--- src/rtl/johnson_seq_ctrl.sv ---
// johnson_seq_ctrl
//   Run controller for a WIDTH-bit Johnson counter. A start request latches a
//   loop count and the counter then steps through full 2*WIDTH-phase
//   rotations. The run can be frozen with hold and aborted with stop. The
//   current state is decoded into one-hot phase enables, and the end of a run
//   is signalled with a single-cycle done pulse.
//
//   Build option: define JOHNSON_SELF_CORRECT_EN to force an illegal counter
//   code back to all-zero while running. That restarts the current rotation
//   and raises err for one cycle. Without the macro, illegal codes shift
//   normally and err stays 0.
//
// Parameters
//   WIDTH  Johnson register length (sequence has 2*WIDTH states)
//   LOOPW  width of loop-count request and internal loop counter
//
// Ports
//   clk    in   clock, rising edge
//   rst_n  in   asynchronous active-low reset
//   start  in   run request, sampled only in IDLE
//   loops  in   rotations to run; 0 = free-run until stop
//   hold   in   freeze counter and loop count while high
//   stop   in   abort current run
//   busy   out  high while in RUN
//   done   out  single-cycle completion pulse
//   wrap   out  counter steps from last state back to all-zero this cycle
//   o_cnt  out  current Johnson state
//   phase  out  one-hot phase decode, zero when not busy
//   err    out  illegal-code pulse (self-correct build only)
module johnson_seq_ctrl #(
  parameter int WIDTH = 4,
  parameter int LOOPW = 8
) (
  input  logic                 clk,
  input  logic                 rst_n,
  input  logic                 start,
  input  logic [LOOPW-1:0]     loops,
  input  logic                 hold,
  input  logic                 stop,
  output logic                 busy,
  output logic                 done,
  output logic                 wrap,
  output logic [WIDTH-1:0]     o_cnt,
  output logic [2*WIDTH-1:0]   phase,
  output logic                 err
);

  localparam int NPH = 2 * WIDTH;
  localparam logic [WIDTH-1:0] ONES     = '1;
  localparam logic [LOOPW-1:0] LOOP_ONE = LOOPW'(1);

  typedef enum logic [1:0] {
    IDLE = 2'd0,
    RUN  = 2'd1,
    DONE = 2'd2
  } state_t;

  state_t           state_reg, state_next;
  logic [WIDTH-1:0] cnt_reg, cnt_next;
  logic [LOOPW-1:0] loop_cnt_reg, loop_cnt_next;
  logic [LOOPW-1:0] loops_q_reg, loops_q_next;

  logic [NPH-1:0]   code_hit;
  logic [WIDTH-1:0] cnt_step;
  logic             at_last;
  logic             last_loop;
  logic             correct_illegal;

  // Match the counter against every legal Johnson code.
  // Phases 0..WIDTH-1 fill with ones from the MSB: 0000, 1000, 1100, ...
  // Phases WIDTH..2*WIDTH-1 drain ones from the MSB side: 1111, 0111, ...
  // For an illegal code no bit matches, so the phase decode is all zero.
  generate
    for (genvar gi = 0; gi < NPH; gi++) begin : g_code
      if (gi < WIDTH) begin : g_fill
        assign code_hit[gi] = (cnt_reg == ~(ONES >> gi));
      end else begin : g_drain
        assign code_hit[gi] = (cnt_reg == (ONES >> (gi - WIDTH)));
      end
    end
  endgenerate

`ifdef JOHNSON_SELF_CORRECT_EN
  assign correct_illegal = ~(|code_hit);
`else
  assign correct_illegal = 1'b0;
`endif

  assign cnt_step  = {~cnt_reg[0], cnt_reg[WIDTH-1:1]};
  assign at_last   = code_hit[NPH-1];
  assign last_loop = (loops_q_reg != '0) && (loop_cnt_reg == loops_q_reg - LOOP_ONE);

  assign busy  = (state_reg == RUN);
  assign done  = (state_reg == DONE);
  assign wrap  = busy & ~hold & ~stop & at_last;
  assign o_cnt = cnt_reg;
  assign phase = busy ? code_hit : '0;
  assign err   = busy & correct_illegal;

  always_ff @(posedge clk or negedge rst_n) begin
    if (!rst_n) begin
      state_reg    <= IDLE;
      cnt_reg      <= '0;
      loop_cnt_reg <= '0;
      loops_q_reg  <= '0;
    end else begin
      state_reg    <= state_next;
      cnt_reg      <= cnt_next;
      loop_cnt_reg <= loop_cnt_next;
      loops_q_reg  <= loops_q_next;
    end
  end

  always_comb begin
    state_next    = state_reg;
    cnt_next      = cnt_reg;
    loop_cnt_next = loop_cnt_reg;
    loops_q_next  = loops_q_reg;

    case (state_reg)
      IDLE: begin
        if (start) begin
          loops_q_next  = loops;
          cnt_next      = '0;
          loop_cnt_next = '0;
          state_next    = RUN;
        end
      end

      RUN: begin
        // stop wins over hold and over a wrap in the same cycle.
        if (stop) begin
          state_next = DONE;
          cnt_next   = '0;
        end else if (correct_illegal) begin
          // Restart the current rotation; the loop count is untouched.
          cnt_next = '0;
        end else if (!hold) begin
          if (at_last && last_loop) begin
            state_next = DONE;
            cnt_next   = '0;
          end else begin
            // In free-run mode (loops_q == 0) the loop counter wraps silently.
            if (at_last) begin
              loop_cnt_next = loop_cnt_reg + LOOP_ONE;
            end
            cnt_next = cnt_step;
          end
        end
      end

      DONE: begin
        state_next = IDLE;
      end

      default: begin
        state_next = IDLE;
      end
    endcase
  end

endmodule

--- config.mk ---
export PLATFORM = sky130hd
export DESIGN_NAME = johnson_seq_ctrl
export DESIGN_NICKNAME = d
export VERILOG_FILES = /design/src/rtl/johnson_seq_ctrl.sv
export SDC_FILE = /design/constraint.sdc
export NUM_CORES = 1
export LEC_CHECK = 0
export ABC_AREA = 1
export CAP_MARGIN = 0
export CORE_MARGIN = 4
export CORE_UTILIZATION = 52
export CTS_BUF_LIST = sky130_fd_sc_hd__clkbuf_2
export DETAILED_ROUTE_END_ITERATION = 12
export PLACE_DENSITY = 0.8
export SLEW_MARGIN = 20
export SYNTH_ARGS = -nofsm -noshare
export SYNTH_HDL_FRONTEND = slang
export SYNTH_SLANG_ARGS = --single-unit
--- constraint.sdc ---
create_clock -name clk -period 2.15 [get_ports clk]
set_input_delay 0.5375 -clock clk [delete_from_list [all_inputs] [get_ports clk]]
set_output_delay 0.5375 -clock clk [all_outputs]
set_load 0.1 [all_outputs]
==> results of run 1 <==
-- placed cells by master (no fill, tap or decap), types with 2 or more instances in the layout --
cell type                          n
sky130_fd_sc_hd__o21ai_0          10
sky130_fd_sc_hd__nand2_2           9
sky130_fd_sc_hd__nand3_1          14
sky130_fd_sc_hd__nor2_4            9
sky130_fd_sc_hd__nand3_2           3
sky130_fd_sc_hd__clkbuf_2          4
sky130_fd_sc_hd__nand2_1          49
sky130_fd_sc_hd__o22ai_1           3
sky130_fd_sc_hd__o21ai_1           2
sky130_fd_sc_hd__nor4_4            2
sky130_fd_sc_hd__inv_1            20
sky130_fd_sc_hd__nor2_2            6
sky130_fd_sc_hd__nor2_1           18
sky130_fd_sc_hd__o21ai_2           7
sky130_fd_sc_hd__buf_4            11
sky130_fd_sc_hd__inv_2             8
sky130_fd_sc_hd__nand2_4           3
sky130_fd_sc_hd__ha_1              2
sky130_fd_sc_hd__buf_12           11
sky130_fd_sc_hd__dfrtp_1          18
sky130_fd_sc_hd__clkdlybuf4s50_1  12
sky130_fd_sc_hd__nor3_1            2
sky130_fd_sc_hd__xor2_1            5
sky130_fd_sc_hd__nor3b_1           2
sky130_fd_sc_hd__dfrtp_2           4
-- cell type report --
class | count | area, um2 | area share
tap | 31 | 38.8 | 0.0182
inverter | 31 | 125 | 0.0588
clock buffer | 4 | 20.0 | 0.00941
timing repair buffer | 34 | 423 | 0.199
multi-input combinational | 155 | 966 | 0.454
sequential | 22 | 556 | 0.261
-- cells by family after synthesis --
logic type,count (synthesis)
flops,22
xor+xnor,7
fa+ha+maj,3
buf+inv,35
other cells,1
compound gates,24
simple gates,120
-- stage by stage --
step,cells,setup WS [ps]
floorplan,212,-723
global placement,269,82.4
detailed placement,269,58.8
CTS,275,3.60
global route,277,-70.9
finish,277,48.6
-- cell usage after synthesis --
| cell type | instances | area share |
|---|---|---|
| sky130_fd_sc_hd__nor2_1 | 24 | 0.059 |
| sky130_fd_sc_hd__nor3b_1 | 2 | 0.0098 |
| sky130_fd_sc_hd__conb_1 | 1 | 0.0024 |
| sky130_fd_sc_hd__nand2_1 | 52 | 0.13 |
| sky130_fd_sc_hd__ha_1 | 3 | 0.024 |
| sky130_fd_sc_hd__inv_1 | 21 | 0.051 |
| sky130_fd_sc_hd__clkinv_1 | 1 | 0.0024 |
| sky130_fd_sc_hd__o22ai_1 | 3 | 0.012 |
| sky130_fd_sc_hd__xnor2_1 | 1 | 0.0057 |
| sky130_fd_sc_hd__o21ai_1 | 2 | 0.0065 |
| sky130_fd_sc_hd__clkbuf_1 | 2 | 0.0049 |
| sky130_fd_sc_hd__nor3_1 | 3 | 0.0098 |
| sky130_fd_sc_hd__dfrtp_1 | 22 | 0.36 |
| sky130_fd_sc_hd__o21ai_0 | 10 | 0.033 |
| sky130_fd_sc_hd__xnor2_2 | 1 | 0.011 |
| sky130_fd_sc_hd__nor4_1 | 3 | 0.012 |
| sky130_fd_sc_hd__inv_2 | 9 | 0.022 |
| sky130_fd_sc_hd__nand2_4 | 3 | 0.022 |
| sky130_fd_sc_hd__nand3_2 | 1 | 0.0065 |
| sky130_fd_sc_hd__buf_8 | 1 | 0.0098 |
| sky130_fd_sc_hd__nand3_1 | 16 | 0.052 |
| sky130_fd_sc_hd__buf_4 | 1 | 0.0049 |
| sky130_fd_sc_hd__a22oi_1 | 1 | 0.0049 |
| sky130_fd_sc_hd__xor2_1 | 5 | 0.028 |
| sky130_fd_sc_hd__nor2_2 | 5 | 0.020 |
| sky130_fd_sc_hd__a21oi_1 | 1 | 0.0033 |
| sky130_fd_sc_hd__nand2_2 | 7 | 0.028 |
| sky130_fd_sc_hd__nor2_4 | 4 | 0.029 |
| sky130_fd_sc_hd__o21ai_2 | 7 | 0.040 |
-- path summary, 6_finish.rpt --
| kind | startpoint | to | cells after the start |
|---|---|---|---|
| worst min register to register | loop_cnt_reg[4] | loop_cnt_reg[4] | 2 |
| max in group asynchronous | rst_n | o_cnt[3] | 2 |
| worst max register to register | loops_q_reg[1] | loop_cnt_reg[3] | 15 |
| worst min-delay path | rst_n | loop_cnt_reg[0] | 2 |
| min in group clk | loop_cnt_reg[4] | loop_cnt_reg[4] | 2 |
| worst max-delay path | state_reg[0] | wrap | 7 |
-- power breakdown --
group          leakage (nW)  switching, mW  internal [mW]  total (mW)
registers             0.283          0.141          0.535       0.676
clock network        0.0166          0.126         0.0492       0.175
logic                 0.645           1.16          0.590        1.75
total                 0.945           1.43           1.17        2.60
-- what timing repair did --
item | in CTS | in global routing
buffers inserted | 2 | 2
pin swaps | 2 | 1
endpoints found under the hold margin | 0 | 0
gates resized for setup | 5 | 6
setup endpoints to repair | 5 | 16
-- layer usage --
layer / track usage / share of wire / up-vias / wire length, um
met3: 0.0234 / 0.033 / 4 / 111
met5: 0 / 0 / - / 0
met4: 0.0398 / 0.0092 / 0 / 31
met1: 0.247 / 0.47 / 656 / 1580
met2: 0.303 / 0.49 / 35 / 1640
li1: - / - / 731 / -
==> impl_results.html, run 1 <==
<table>
<tr><th>Metric</th><th>Value</th></tr>
<tr><th colspan="2">Detailed routing</th></tr>
<tr><td>DRC violation count after routing</td><td>0</td></tr>
<tr><td>Average wire per cell in the routed design</td><td>12.2 um</td></tr>
<tr><td>Iteration-0 DRC count of the detailed router</td><td>67</td></tr>
<tr><td>Residual antenna-violating net count after detailed routing</td><td>0</td></tr>
<tr><td>Count of vias placed by the detailed router</td><td>1426</td></tr>
<tr><td>Via-per-instance ratio</td><td>5.15</td></tr>
<tr><td>Post-Route WL</td><td>3370 um</td></tr>
<tr><td>Detailed-routing iteration count for the pre-antenna-repair pass</td><td>4</td></tr>
<tr><th colspan="2">Logic synthesis</th></tr>
<tr><td>Flip-flop and latch count after synthesis</td><td>22</td></tr>
<tr><td>Total standard cell area after synthesis</td><td>1540 um2</td></tr>
<tr><td>Total of warnings raised by yosys</td><td>0</td></tr>
<tr><td>Distinct cells, synth</td><td>29</td></tr>
<tr><td>Cell count after synthesis</td><td>212</td></tr>
<tr><td>Number of nets produced by synthesis</td><td>228</td></tr>
<tr><td>Seq/Total Area, Yosys</td><td>0.358</td></tr>
<tr><td>Dominant combinational cell family by area after synthesis</td><td>simple AND/OR/NAND/NOR gates</td></tr>
<tr><td>Adder-cell share of the synthesized area</td><td>0.0244</td></tr>
<tr><td>Share of synthesized cell area in and, or, nand and nor gates</td><td>0.376</td></tr>
<tr><td>Xor and xnor fraction of the mapped netlist area</td><td>0.0448</td></tr>
<tr><td>Average instance area after synthesis</td><td>7.25 um2</td></tr>
<tr><td>Share of synthesized area spent on multiplexers</td><td>0</td></tr>
<tr><td>Compound-gate portion of the synthesized area</td><td>0.0993</td></tr>
<tr><th colspan="2">Floorplanning</th></tr>
<tr><td># rows</td><td>19</td></tr>
<tr><td>Count of boundary I/O pins</td><td>29</td></tr>
<tr><td>Initial core utilization</td><td>0.553</td></tr>
<tr><td>DIE AREA</td><td>3890 um2</td></tr>
<tr><td>Die Span Y</td><td>62.4 um</td></tr>
<tr><td>Area of the core region</td><td>2780 um2</td></tr>
<tr><td>Die X-Extent</td><td>62.4 um</td></tr>
<tr><th colspan="2">Clock tree</th></tr>
<tr><td>Clock insertion delay at the later pin of the skew report</td><td>between 300 and 400 ps</td></tr>
<tr><td>Clock root cell</td><td>sky130_fd_sc_hd__clkbuf_2</td></tr>
<tr><td>Bufs on Longest Clock Path</td><td>2</td></tr>
<tr><td>CTS buffer count</td><td>3</td></tr>
<tr><td>Hold Buf Count CTS</td><td>0</td></tr>
<tr><td># H-tree levels</td><td>1</td></tr>
<tr><td>TritonCTS clock tree</td><td>yes</td></tr>
<tr><td>Clock sink total</td><td>22</td></tr>
<tr><td>Worst-path clk slew</td><td>210 ps</td></tr>
<tr><th colspan="2">Power and ir drop</th></tr>
<tr><td>Leakage power figure</td><td>between 0.9 and 1 nW</td></tr>
<tr><td>Worst IR Drop VDD</td><td>0.00126 V</td></tr>
<tr><td>Total power</td><td>2.60 mW</td></tr>
<tr><td>Areal power density over the cells</td><td>1220 nW/um2</td></tr>
<tr><th colspan="2">Timing</th></tr>
<tr><td>Worst clock skew on the final layout</td><td>7.01 ps</td></tr>
<tr><td>Fmax</td><td>476 MHz</td></tr>
<tr><td>Final Setup Violations</td><td>0</td></tr>
<tr><td>Share of the clock period used by the worst path after layout</td><td>0.977</td></tr>
<tr><td>Fin Setup TNS</td><td>0 ps</td></tr>
<tr><td>Unrepaired setup endpoints after global routing</td><td>yes</td></tr>
<tr><td>Final Hold Viols</td><td>0</td></tr>
<tr><td>Final worst path period need</td><td>2100 ps</td></tr>
<tr><td>Final hold slack</td><td>between 500 and 600 ps</td></tr>
<tr><td>Max-slew violations</td><td>0</td></tr>
<tr><th colspan="2">Worst setup path</th></tr>
<tr><td>Type of element launching the critical path</td><td>register</td></tr>
<tr><td>Largest stage delay, worst path</td><td>410 ps</td></tr>
<tr><td>Cell occurring most often along the worst timing path</td><td>sky130_fd_sc_hd__nor2_4</td></tr>
<tr><td>Largest driver fanout on the critical path</td><td>14</td></tr>
<tr><td>Slowest stage cell, crit path</td><td>sky130_fd_sc_hd__dfrtp_1</td></tr>
<tr><td>Kind of cell adding the most delay to the critical path</td><td>simple AND/OR/NAND/NOR gates</td></tr>
<tr><td>Number of buffer and inverter instances along the worst setup path</td><td>3</td></tr>
<tr><td>Type of element capturing the critical path</td><td>output port</td></tr>
<tr><td>Worst setup path class</td><td>register to output port</td></tr>
<tr><td>Worst-path cell chain</td><td>inv_2 -&gt; nor2_4 -&gt; inv_6 -&gt; nor2_4 -&gt; nand2_4 -&gt; nor2_4 -&gt; buf_12</td></tr>
<tr><td>Arrival time worst endpoint</td><td>1560 ps</td></tr>
<tr><td>Setup slack of the worst register-to-register path</td><td>between 150 and 200 ps</td></tr>
<tr><td>Required time of the worst setup path</td><td>1610 ps</td></tr>
<tr><th colspan="2">Global routing</th></tr>
<tr><td>Initial antenna violation count</td><td>0</td></tr>
<tr><td>Pin count of the biggest net entering global routing</td><td>23</td></tr>
<tr><td>Number of global-route vias before repair</td><td>about 1300</td></tr>
<tr><td>Global-route total usage across every layer</td><td>0.180</td></tr>
<tr><td>Final global-route overflow total</td><td>0</td></tr>
<tr><td>Global-route wire length before repair</td><td>about 5800 um</td></tr>
<tr><th colspan="2">Final layout</th></tr>
<tr><td>Finished Cell Area</td><td>roughly 2100 um2</td></tr>
<tr><td>Number of fill cells</td><td>around 210</td></tr>
<tr><td>Post-layout nets</td><td>263</td></tr>
<tr><td>Final cell utilization of the core</td><td>0.765</td></tr>
<tr><td>Proportion of layout cells with a drive suffix above 1</td><td>0.337</td></tr>
<tr><td>Antenna fix cells</td><td>0</td></tr>
<tr><td>Area Growth Syn to Fin</td><td>38.4%</td></tr>
<tr><th colspan="2">Placed design</th></tr>
<tr><td>GPL Wtd Cong</td><td>0.797</td></tr>
<tr><td>Total placed instance area</td><td>approximately 2000 um2</td></tr>
<tr><td>Final HPWL DP</td><td>2690 um</td></tr>
<tr><td>Count of buffers inserted at the top-level ports</td><td>27</td></tr>
<tr><th colspan="2">Job</th></tr>
<tr><td>Number of violations of the max-capacitance limit</td><td>0</td></tr>
<tr><th colspan="2">Hold path</th></tr>
<tr><td>Path type of the worst min-delay path</td><td>input port to asynchronous set/reset pin</td></tr>
<tr><th colspan="2">Run status</th></tr>
<tr><td>Result of the run</td><td>complete, no violations</td></tr>
</table>
Power figures use the tool's default switching activity.
==> run 2, diff against run 1 <==
- CTS_CLUSTER_DIAMETER: unset -> 50
- GPL_TIMING_DRIVEN: unset -> 0
==> run 2 against run 1 <==
Compared with the run above: the run now ends with setup timing left; die area unchanged; core utilization down 0.13 points; final cell count up 1.4%; global-route usage up 0.68 points; sequential power about the same; largest cell class unchanged; largest power group unchanged; sequential share of layout area about the same; highest routed layer unchanged; combinational power up 3%; clock power up 70%; hold slack worse by 400 ps.
==> impl_results.html, run 2 (synthesis results as in run 1) <==
<table>
<tr><th>Metric</th><th>Value</th></tr>
<tr><th colspan="2">Run status</th></tr>
<tr><td>Result of the run</td><td>finished, violations left</td></tr>
<tr><td>Failing checks</td><td>setup timing</td></tr>
<tr><th colspan="2">Timing</th></tr>
<tr><td>Fmax</td><td>454 MHz</td></tr>
<tr><td>Setup slack after layout</td><td>-52.7 ps</td></tr>
<tr><td>Max-slew violations</td><td>0</td></tr>
<tr><td>Final hold slack</td><td>about 110 ps</td></tr>
<tr><td>Worst slew margin relative to its limit</td><td>0.639</td></tr>
<tr><td>Unrepaired setup endpoints after global routing</td><td>yes</td></tr>
<tr><td>Final Hold Viols</td><td>0</td></tr>
<tr><td>Least-Margin Pin Slew</td><td>approximately 540 ps</td></tr>
<tr><td>Final worst path period need</td><td>2200 ps</td></tr>
<tr><td>Share of the clock period used by the worst path after layout</td><td>1.02</td></tr>
<tr><td>Fin Setup TNS</td><td>-116 ps</td></tr>
<tr><td>Worst clock skew on the final layout</td><td>about 24 ps</td></tr>
<tr><td>Final Setup Violations</td><td>3</td></tr>
<tr><th colspan="2">Clock tree</th></tr>
<tr><td>Clock insertion delay at the later pin of the skew report</td><td>~340 ps</td></tr>
<tr><td>Worst-path clk slew</td><td>between 200 and 250 ps</td></tr>
<tr><td>Clock root cell</td><td>sky130_fd_sc_hd__clkbuf_2</td></tr>
<tr><td>Bufs on Longest Clock Path</td><td>2</td></tr>
<tr><td>TritonCTS clock tree</td><td>yes</td></tr>
<tr><td>Hold Buf Count CTS</td><td>0</td></tr>
<tr><td># H-tree levels</td><td>1</td></tr>
<tr><td>CTS buffer count</td><td>3</td></tr>
<tr><td>Clock sink total</td><td>22</td></tr>
<tr><th colspan="2">Worst setup path</th></tr>
<tr><td>Largest stage delay, worst path</td><td>470 ps</td></tr>
<tr><td>Required time of the worst setup path</td><td>1610 ps</td></tr>
<tr><td>Worst r2r path cells</td><td>16</td></tr>
<tr><td>Worst-path cell chain</td><td>nor2_4 -&gt; inv_4 -&gt; nor2_4 -&gt; nand2_4 -&gt; nor2_4 -&gt; buf_12</td></tr>
<tr><td>Slowest stage cell, crit path</td><td>sky130_fd_sc_hd__dfrtp_1</td></tr>
<tr><td>Type of element launching the critical path</td><td>register</td></tr>
<tr><td>Type of element capturing the critical path</td><td>output port</td></tr>
<tr><td>Worst setup path class</td><td>register to output port</td></tr>
<tr><td>Arrival time worst endpoint</td><td>1670 ps</td></tr>
<tr><td>Setup slack of the worst register-to-register path</td><td>140 ps</td></tr>
<tr><td>Largest driver fanout on the critical path</td><td>4</td></tr>
<tr><td>Cell occurring most often along the worst timing path</td><td>sky130_fd_sc_hd__nor2_4</td></tr>
<tr><th colspan="2">Final layout</th></tr>
<tr><td>Leading cell types in the layout, fill and taps excluded</td><td>sky130_fd_sc_hd__nand2_1, sky130_fd_sc_hd__nor2_1, sky130_fd_sc_hd__inv_1</td></tr>
<tr><td>Commonest non-fill, non-tap cell in the layout</td><td>sky130_fd_sc_hd__nand2_1</td></tr>
<tr><td>Finished Cell Area</td><td>~2100 um2</td></tr>
<tr><td>Antenna fix cells</td><td>0</td></tr>
<tr><td>Proportion of layout cells with a drive suffix above 1</td><td>0.344</td></tr>
<tr><td>Post-layout nets</td><td>267</td></tr>
<tr><td>Number of standard cells in the layout, taps in and fillers out</td><td>281</td></tr>
<tr><td>Area Growth Syn to Fin</td><td>38.2%</td></tr>
<tr><td>Final cell utilization of the core</td><td>0.764</td></tr>
<tr><th colspan="2">Global routing</th></tr>
<tr><td>Number of global-route vias before repair</td><td>1392</td></tr>
<tr><td>Global-route total usage across every layer</td><td>0.187</td></tr>
<tr><td>Final global-route overflow total</td><td>0</td></tr>
<tr><td>Initial antenna violation count</td><td>0</td></tr>
<tr><td>Global-route wire length before repair</td><td>6150 um</td></tr>
<tr><td>Pin count of the biggest net entering global routing</td><td>23</td></tr>
<tr><th colspan="2">Detailed routing</th></tr>
<tr><td>Count of vias placed by the detailed router</td><td>roughly 1500</td></tr>
<tr><td>Via-per-instance ratio</td><td>5.19</td></tr>
<tr><td>Detailed-routing iteration count for the pre-antenna-repair pass</td><td>4</td></tr>
<tr><td>Average wire per cell in the routed design</td><td>13.0 um</td></tr>
<tr><td>Post-Route WL</td><td>about 3600 um</td></tr>
<tr><td>Residual antenna-violating net count after detailed routing</td><td>0</td></tr>
<tr><td>Iteration-0 DRC count of the detailed router</td><td>slightly below 60</td></tr>
<tr><td>DRC violation count after routing</td><td>0</td></tr>
<tr><th colspan="2">Power and ir drop</th></tr>
<tr><td>Switching component of the power</td><td>1.47 mW</td></tr>
<tr><td>Worst IR Drop VDD</td><td>about 0.0017 V</td></tr>
<tr><td>Combinational fraction of design power</td><td>0.649</td></tr>
<tr><td>Clock network fraction of total power</td><td>0.107</td></tr>
<tr><td>Leakage power figure</td><td>0.955 nW</td></tr>
<tr><td>Areal power density over the cells</td><td>1310 nW/um2</td></tr>
<tr><td>Internal power contribution</td><td>1.31 mW</td></tr>
<tr><td>Net switching fraction of the power</td><td>0.529</td></tr>
<tr><td>Sequential power share</td><td>0.244</td></tr>
<tr><th colspan="2">Floorplanning</th></tr>
<tr><td># rows</td><td>19</td></tr>
<tr><td>DIE AREA</td><td>3890 um2</td></tr>
<tr><td>Die Span Y</td><td>62.4 um</td></tr>
<tr><td>Count of boundary I/O pins</td><td>29</td></tr>
<tr><td>Initial core utilization</td><td>0.553</td></tr>
<tr><td>Area of the core region</td><td>2780 um2</td></tr>
<tr><td>Die X-Extent</td><td>62.4 um</td></tr>
<tr><th colspan="2">Placed design</th></tr>
<tr><td>Final HPWL DP</td><td>2680 um</td></tr>
<tr><td>Count of buffers inserted at the top-level ports</td><td>27</td></tr>
<tr><td>Total placed instance area</td><td>1940 um2</td></tr>
<tr><td>Cell total after placement</td><td>270</td></tr>
<tr><td>GPL Wtd Cong</td><td>0.818</td></tr>
<tr><th colspan="2">Job</th></tr>
<tr><td>Number of violations of the max-capacitance limit</td><td>0</td></tr>
<tr><th colspan="2">Hold path</th></tr>
<tr><td>Path type of the worst min-delay path</td><td>input port to asynchronous set/reset pin</td></tr>
</table>
## run 2: changes by cell type in the layout (fill, tap and decap cells not counted), moves of 2 or more
cell and change:
sky130_fd_sc_hd__buf_2 +3, sky130_fd_sc_hd__clkdlybuf4s15_2 +3, sky130_fd_sc_hd__buf_12 -7, sky130_fd_sc_hd__buf_6 +3
sky130_fd_sc_hd__buf_4 -3, sky130_fd_sc_hd__buf_8 +3, sky130_fd_sc_hd__inv_4 +2
## run 2: timing repair
item | CTS | global route
gates resized for setup | 82 | 24
endpoints found under the hold margin | 0 | 0
setup endpoints to repair | 15 | 18
pin swaps | 0 | 5
buffers inserted | 0 | 7
## run 2: cell type report
type                            instances  area, um2
Multi-Input combinational cell        155        952
Fill cell                             220        657
Inverter                               31        121
Sequential cell                        22        556
Clock buffer                            3       15.0
Clock inverter                          1       30.0
Buffer                                  4       51.3
Tap cell                               31       38.8
Timing Repair Buffer                   34        360
## run 2: per-stage QoR
step	total power, mW	worst slack, ps
3_3_place_gp	2.27	-957
5_1_grt	2.98	-141
4_1_cts	2.62	-133
2_1_floorplan	1.96	-723
3_5_place_dp	2.30	-972
6_report	2.78	-52.7
## run 2: worst max-delay path: cells and delay by family (launching register included)
| kind | cells | cell delay, ps |
|---|---|---|
| buffers and inverters | 2 | 270 |
| DFF | 1 | 470 |
| and+or+nand+nor | 4 | 580 |
## run 2: worst paths after layout
| check | start | endpoint |
|---|---|---|
| max | state_reg[1] | wrap |
| min | rst_n | loop_cnt_reg[4] |
| max reg2reg | loops_q_reg[1] | loop_cnt_reg[6] |
| min reg2reg | loop_cnt_reg[4] | loop_cnt_reg[4] |
| max in group asynchronous | rst_n | o_cnt[2] |
| min in group clk | loop_cnt_reg[4] | loop_cnt_reg[4] |
## run 2: routing by layer
layer | share of wire | wire length [um] | track usage
met1 | 0.44 | 1610 | 0.238
met2 | 0.50 | 1820 | 0.333
met3 | 0.050 | 183 | 0.0270
met4 | 0.0085 | 31 | 0.0424
met5 | 0 | 0 | 0
## run 2: power by group through the flow
stage / clock network, mW / logic (mW) / registers [mW]
final: 0.297 / 1.80 / 0.677
after global placement: 0 / 1.59 / 0.679
after floorplan: 0 / 1.20 / 0.763
after global routing: 0.315 / 1.96 / 0.702
after detailed placement: 0 / 1.62 / 0.681
after CTS: 0.298 / 1.65 / 0.671
==> run 3, diff against run 2 <==
- CORE_MARGIN: 4 -> 5
- PLACE_DENSITY: 0.8 -> 0.76
==> run 3 against run 2 <==
Compared with the run above: the flow still finishes with violations (setup timing); register-to-register slack improved by 80 ps; global-route usage fell by 0.46 points; hold slack better by 21 ps; core utilization down 0.56 points; non-clock buffer count up 2; sequential power barely moved; clock power is 40% lower; die area is 6.5% higher; via count increased by 1.6%; count of clock-buffer cells in the layout rose by 1; combinational power is essentially flat; critical path type unchanged; largest power group unchanged.
==> impl_results.html, run 3 (synthesis results as in run 1) <==
<table>
<tr><th>Metric</th><th>Value</th></tr>
<tr><th colspan="2">Placed design</th></tr>
<tr><td>Count of buffers inserted at the top-level ports</td><td>27</td></tr>
<tr><td>Final HPWL DP</td><td>2830 um</td></tr>
<tr><td>GPL Wtd Cong</td><td>0.952</td></tr>
<tr><td>Total placed instance area</td><td>a little under 2000 um2</td></tr>
<tr><th colspan="2">Floorplanning</th></tr>
<tr><td>Area of the core region</td><td>~2800 um2</td></tr>
<tr><td># rows</td><td>19</td></tr>
<tr><td>Count of boundary I/O pins</td><td>29</td></tr>
<tr><td>Die X-Extent</td><td>64.4 um</td></tr>
<tr><td>Initial core utilization</td><td>0.548</td></tr>
<tr><td>DIE AREA</td><td>4140 um2</td></tr>
<tr><td>Die Span Y</td><td>64.4 um</td></tr>
<tr><th colspan="2">Worst setup path</th></tr>
<tr><td>Type of element capturing the critical path</td><td>output port</td></tr>
<tr><td>Launch point of the worst path</td><td>o_cnt[1]</td></tr>
<tr><td>Worst setup path class</td><td>register to output port</td></tr>
<tr><td>R2r endpoint</td><td>loop_cnt_reg[6]</td></tr>
<tr><td>Worst r2r path cells</td><td>16</td></tr>
<tr><td>Largest driver fanout on the critical path</td><td>5</td></tr>
<tr><td>Required time of the worst setup path</td><td>1610 ps</td></tr>
<tr><td>FF-to-FF Start</td><td>loops_q_reg[0]</td></tr>
<tr><td>Arrival time worst endpoint</td><td>1670 ps</td></tr>
<tr><td>Type of element launching the critical path</td><td>register</td></tr>
<tr><td>Setup slack of the worst register-to-register path</td><td>220 ps</td></tr>
<tr><th colspan="2">Detailed routing</th></tr>
<tr><td>Via-per-instance ratio</td><td>5.24</td></tr>
<tr><td>DRC violation count after routing</td><td>0</td></tr>
<tr><td>Iteration-0 DRC count of the detailed router</td><td>slightly below 70</td></tr>
<tr><td>Count of vias placed by the detailed router</td><td>1483</td></tr>
<tr><td>Detailed-routing iteration count for the pre-antenna-repair pass</td><td>4</td></tr>
<tr><td>Residual antenna-violating net count after detailed routing</td><td>0</td></tr>
<tr><td>Average wire per cell in the routed design</td><td>~13 um</td></tr>
<tr><td>Post-Route WL</td><td>3750 um</td></tr>
<tr><th colspan="2">Power and ir drop</th></tr>
<tr><td>Total power</td><td>roughly 2.6 mW</td></tr>
<tr><td>Leakage power figure</td><td>between 0.9 and 1 nW</td></tr>
<tr><td>Areal power density over the cells</td><td>roughly 1200 nW/um2</td></tr>
<tr><td>Worst IR Drop VDD</td><td>0.000817 V</td></tr>
<tr><th colspan="2">Final layout</th></tr>
<tr><td>Antenna fix cells</td><td>0</td></tr>
<tr><td>Area Growth Syn to Fin</td><td>38.3%</td></tr>
<tr><td>Finished Cell Area</td><td>between 2000 and 2500 um2</td></tr>
<tr><td>Final cell utilization of the core</td><td>0.758</td></tr>
<tr><td>Commonest non-fill, non-tap cell in the layout</td><td>sky130_fd_sc_hd__nand2_1</td></tr>
<tr><td>Post-layout nets</td><td>269</td></tr>
<tr><td>Number of fill cells</td><td>216</td></tr>
<tr><td>Leading cell types in the layout, fill and taps excluded</td><td>sky130_fd_sc_hd__nand2_1, sky130_fd_sc_hd__inv_1, sky130_fd_sc_hd__nor2_1</td></tr>
<tr><td>Proportion of layout cells with a drive suffix above 1</td><td>0.341</td></tr>
<tr><th colspan="2">Timing</th></tr>
<tr><td>Worst slew margin relative to its limit</td><td>0.363</td></tr>
<tr><td>Final Setup Violations</td><td>3</td></tr>
<tr><td>Worst clock skew on the final layout</td><td>~5 ps</td></tr>
<tr><td>Final worst path period need</td><td>2200 ps</td></tr>
<tr><td>Fmax</td><td>454 MHz</td></tr>
<tr><td>Least-Margin Pin Slew</td><td>between 900 and 1000 ps</td></tr>
<tr><td>Setup slack after layout</td><td>-54.4 ps</td></tr>
<tr><td>Fin Setup TNS</td><td>-118 ps</td></tr>
<tr><td>Final Hold Viols</td><td>0</td></tr>
<tr><td>Unrepaired setup endpoints after global routing</td><td>yes</td></tr>
<tr><td>Share of the clock period used by the worst path after layout</td><td>1.03</td></tr>
<tr><td>Max-slew violations</td><td>0</td></tr>
<tr><th colspan="2">Clock tree</th></tr>
<tr><td># H-tree levels</td><td>1</td></tr>
<tr><td>Hold Buf Count CTS</td><td>0</td></tr>
<tr><td>TritonCTS clock tree</td><td>yes</td></tr>
<tr><td>Bufs on Longest Clock Path</td><td>2</td></tr>
<tr><td>Clock root cell</td><td>sky130_fd_sc_hd__clkbuf_2</td></tr>
<tr><td>Clock insertion delay at the later pin of the skew report</td><td>330 ps</td></tr>
<tr><td>Clock sink total</td><td>22</td></tr>
<tr><td>Worst-path clk slew</td><td>220 ps</td></tr>
<tr><td>CTS buffer count</td><td>3</td></tr>
<tr><th colspan="2">Run status</th></tr>
<tr><td>Result of the run</td><td>finished, violations left</td></tr>
<tr><td>Failing checks</td><td>setup timing</td></tr>
<tr><th colspan="2">Hold path</th></tr>
<tr><td>Path type of the worst min-delay path</td><td>input port to asynchronous set/reset pin</td></tr>
<tr><th colspan="2">Job</th></tr>
<tr><td>Number of violations of the max-capacitance limit</td><td>0</td></tr>
<tr><th colspan="2">Global routing</th></tr>
<tr><td>Global-route total usage across every layer</td><td>0.183</td></tr>
<tr><td>Pin count of the biggest net entering global routing</td><td>23</td></tr>
<tr><td>Initial antenna violation count</td><td>0</td></tr>
<tr><td>Final global-route overflow total</td><td>0</td></tr>
<tr><td>Global-route wire length before repair</td><td>6150 um</td></tr>
<tr><td>Number of global-route vias before repair</td><td>1375</td></tr>
</table>
[run 3: cell count changes in the layout (fill, tap and decap cells not counted), sizes merged]
cell	before	now
bufinv	1	0
clkdlybuf4s15	3	4
buf	21	22
dlygate4sd2	0	1
[run 3: repair_timing]
item	CTS	global route
buffers inserted	2	7
endpoints found under the setup margin	15	19
pin swaps	3	5
gates resized for setup	83	17
[run 3: critical path, cell delays in order, from the launching register on]
cell and delay (ps):
sky130_fd_sc_hd__dfrtp_2 450, sky130_fd_sc_hd__inv_1 190, sky130_fd_sc_hd__nand2_2 170, sky130_fd_sc_hd__nor4_4 260, sky130_fd_sc_hd__buf_6 260
[run 3: worst max path at each step]
stage | to | cells after the start
floorplan | phase[1] | 5
global placement | wrap | 5
detailed placement | wrap | 5
CTS | phase[5] | 6
global route | phase[1] | 4
finish | phase[1] | 4
[run 3: metal layers]
layer,track usage,wire length (um)
met2,0.317,1900
met3,0.0245,118
met5,0,0
met4,0.0475,27
met1,0.239,1710
[run 3: final cells by class]
| class | instances | area, um2 | share of cell area |
|---|---|---|---|
| repair buffers | 36 | 379 | 0.178 |
| well taps | 31 | 38.8 | 0.0182 |
| clock buffers | 4 | 20.0 | 0.00941 |
| plain buffers | 4 | 51.3 | 0.0241 |
| multi-input cells | 155 | 961 | 0.452 |
| flip-flops and latches | 22 | 556 | 0.261 |
| inverters | 31 | 121 | 0.0571 |
[run 3: where the power goes]
part | total, mW | switching [mW] | internal, mW
clock | 0.179 | 0.129 | 0.0492
sequential | 0.679 | 0.145 | 0.535
combinational | 1.79 | 1.18 | 0.607
total | 2.65 | 1.46 | 1.19
[run 3: per-stage QoR]
step	hold slack (ps)	setup slack [ps]	cells
3_3_place_gp	554	-963	270
6_report	133	-54.4	283
3_5_place_dp	580	-972	270
5_1_grt	127	-190	283
4_1_cts	594	-53.0	276
2_1_floorplan	242	-723	212
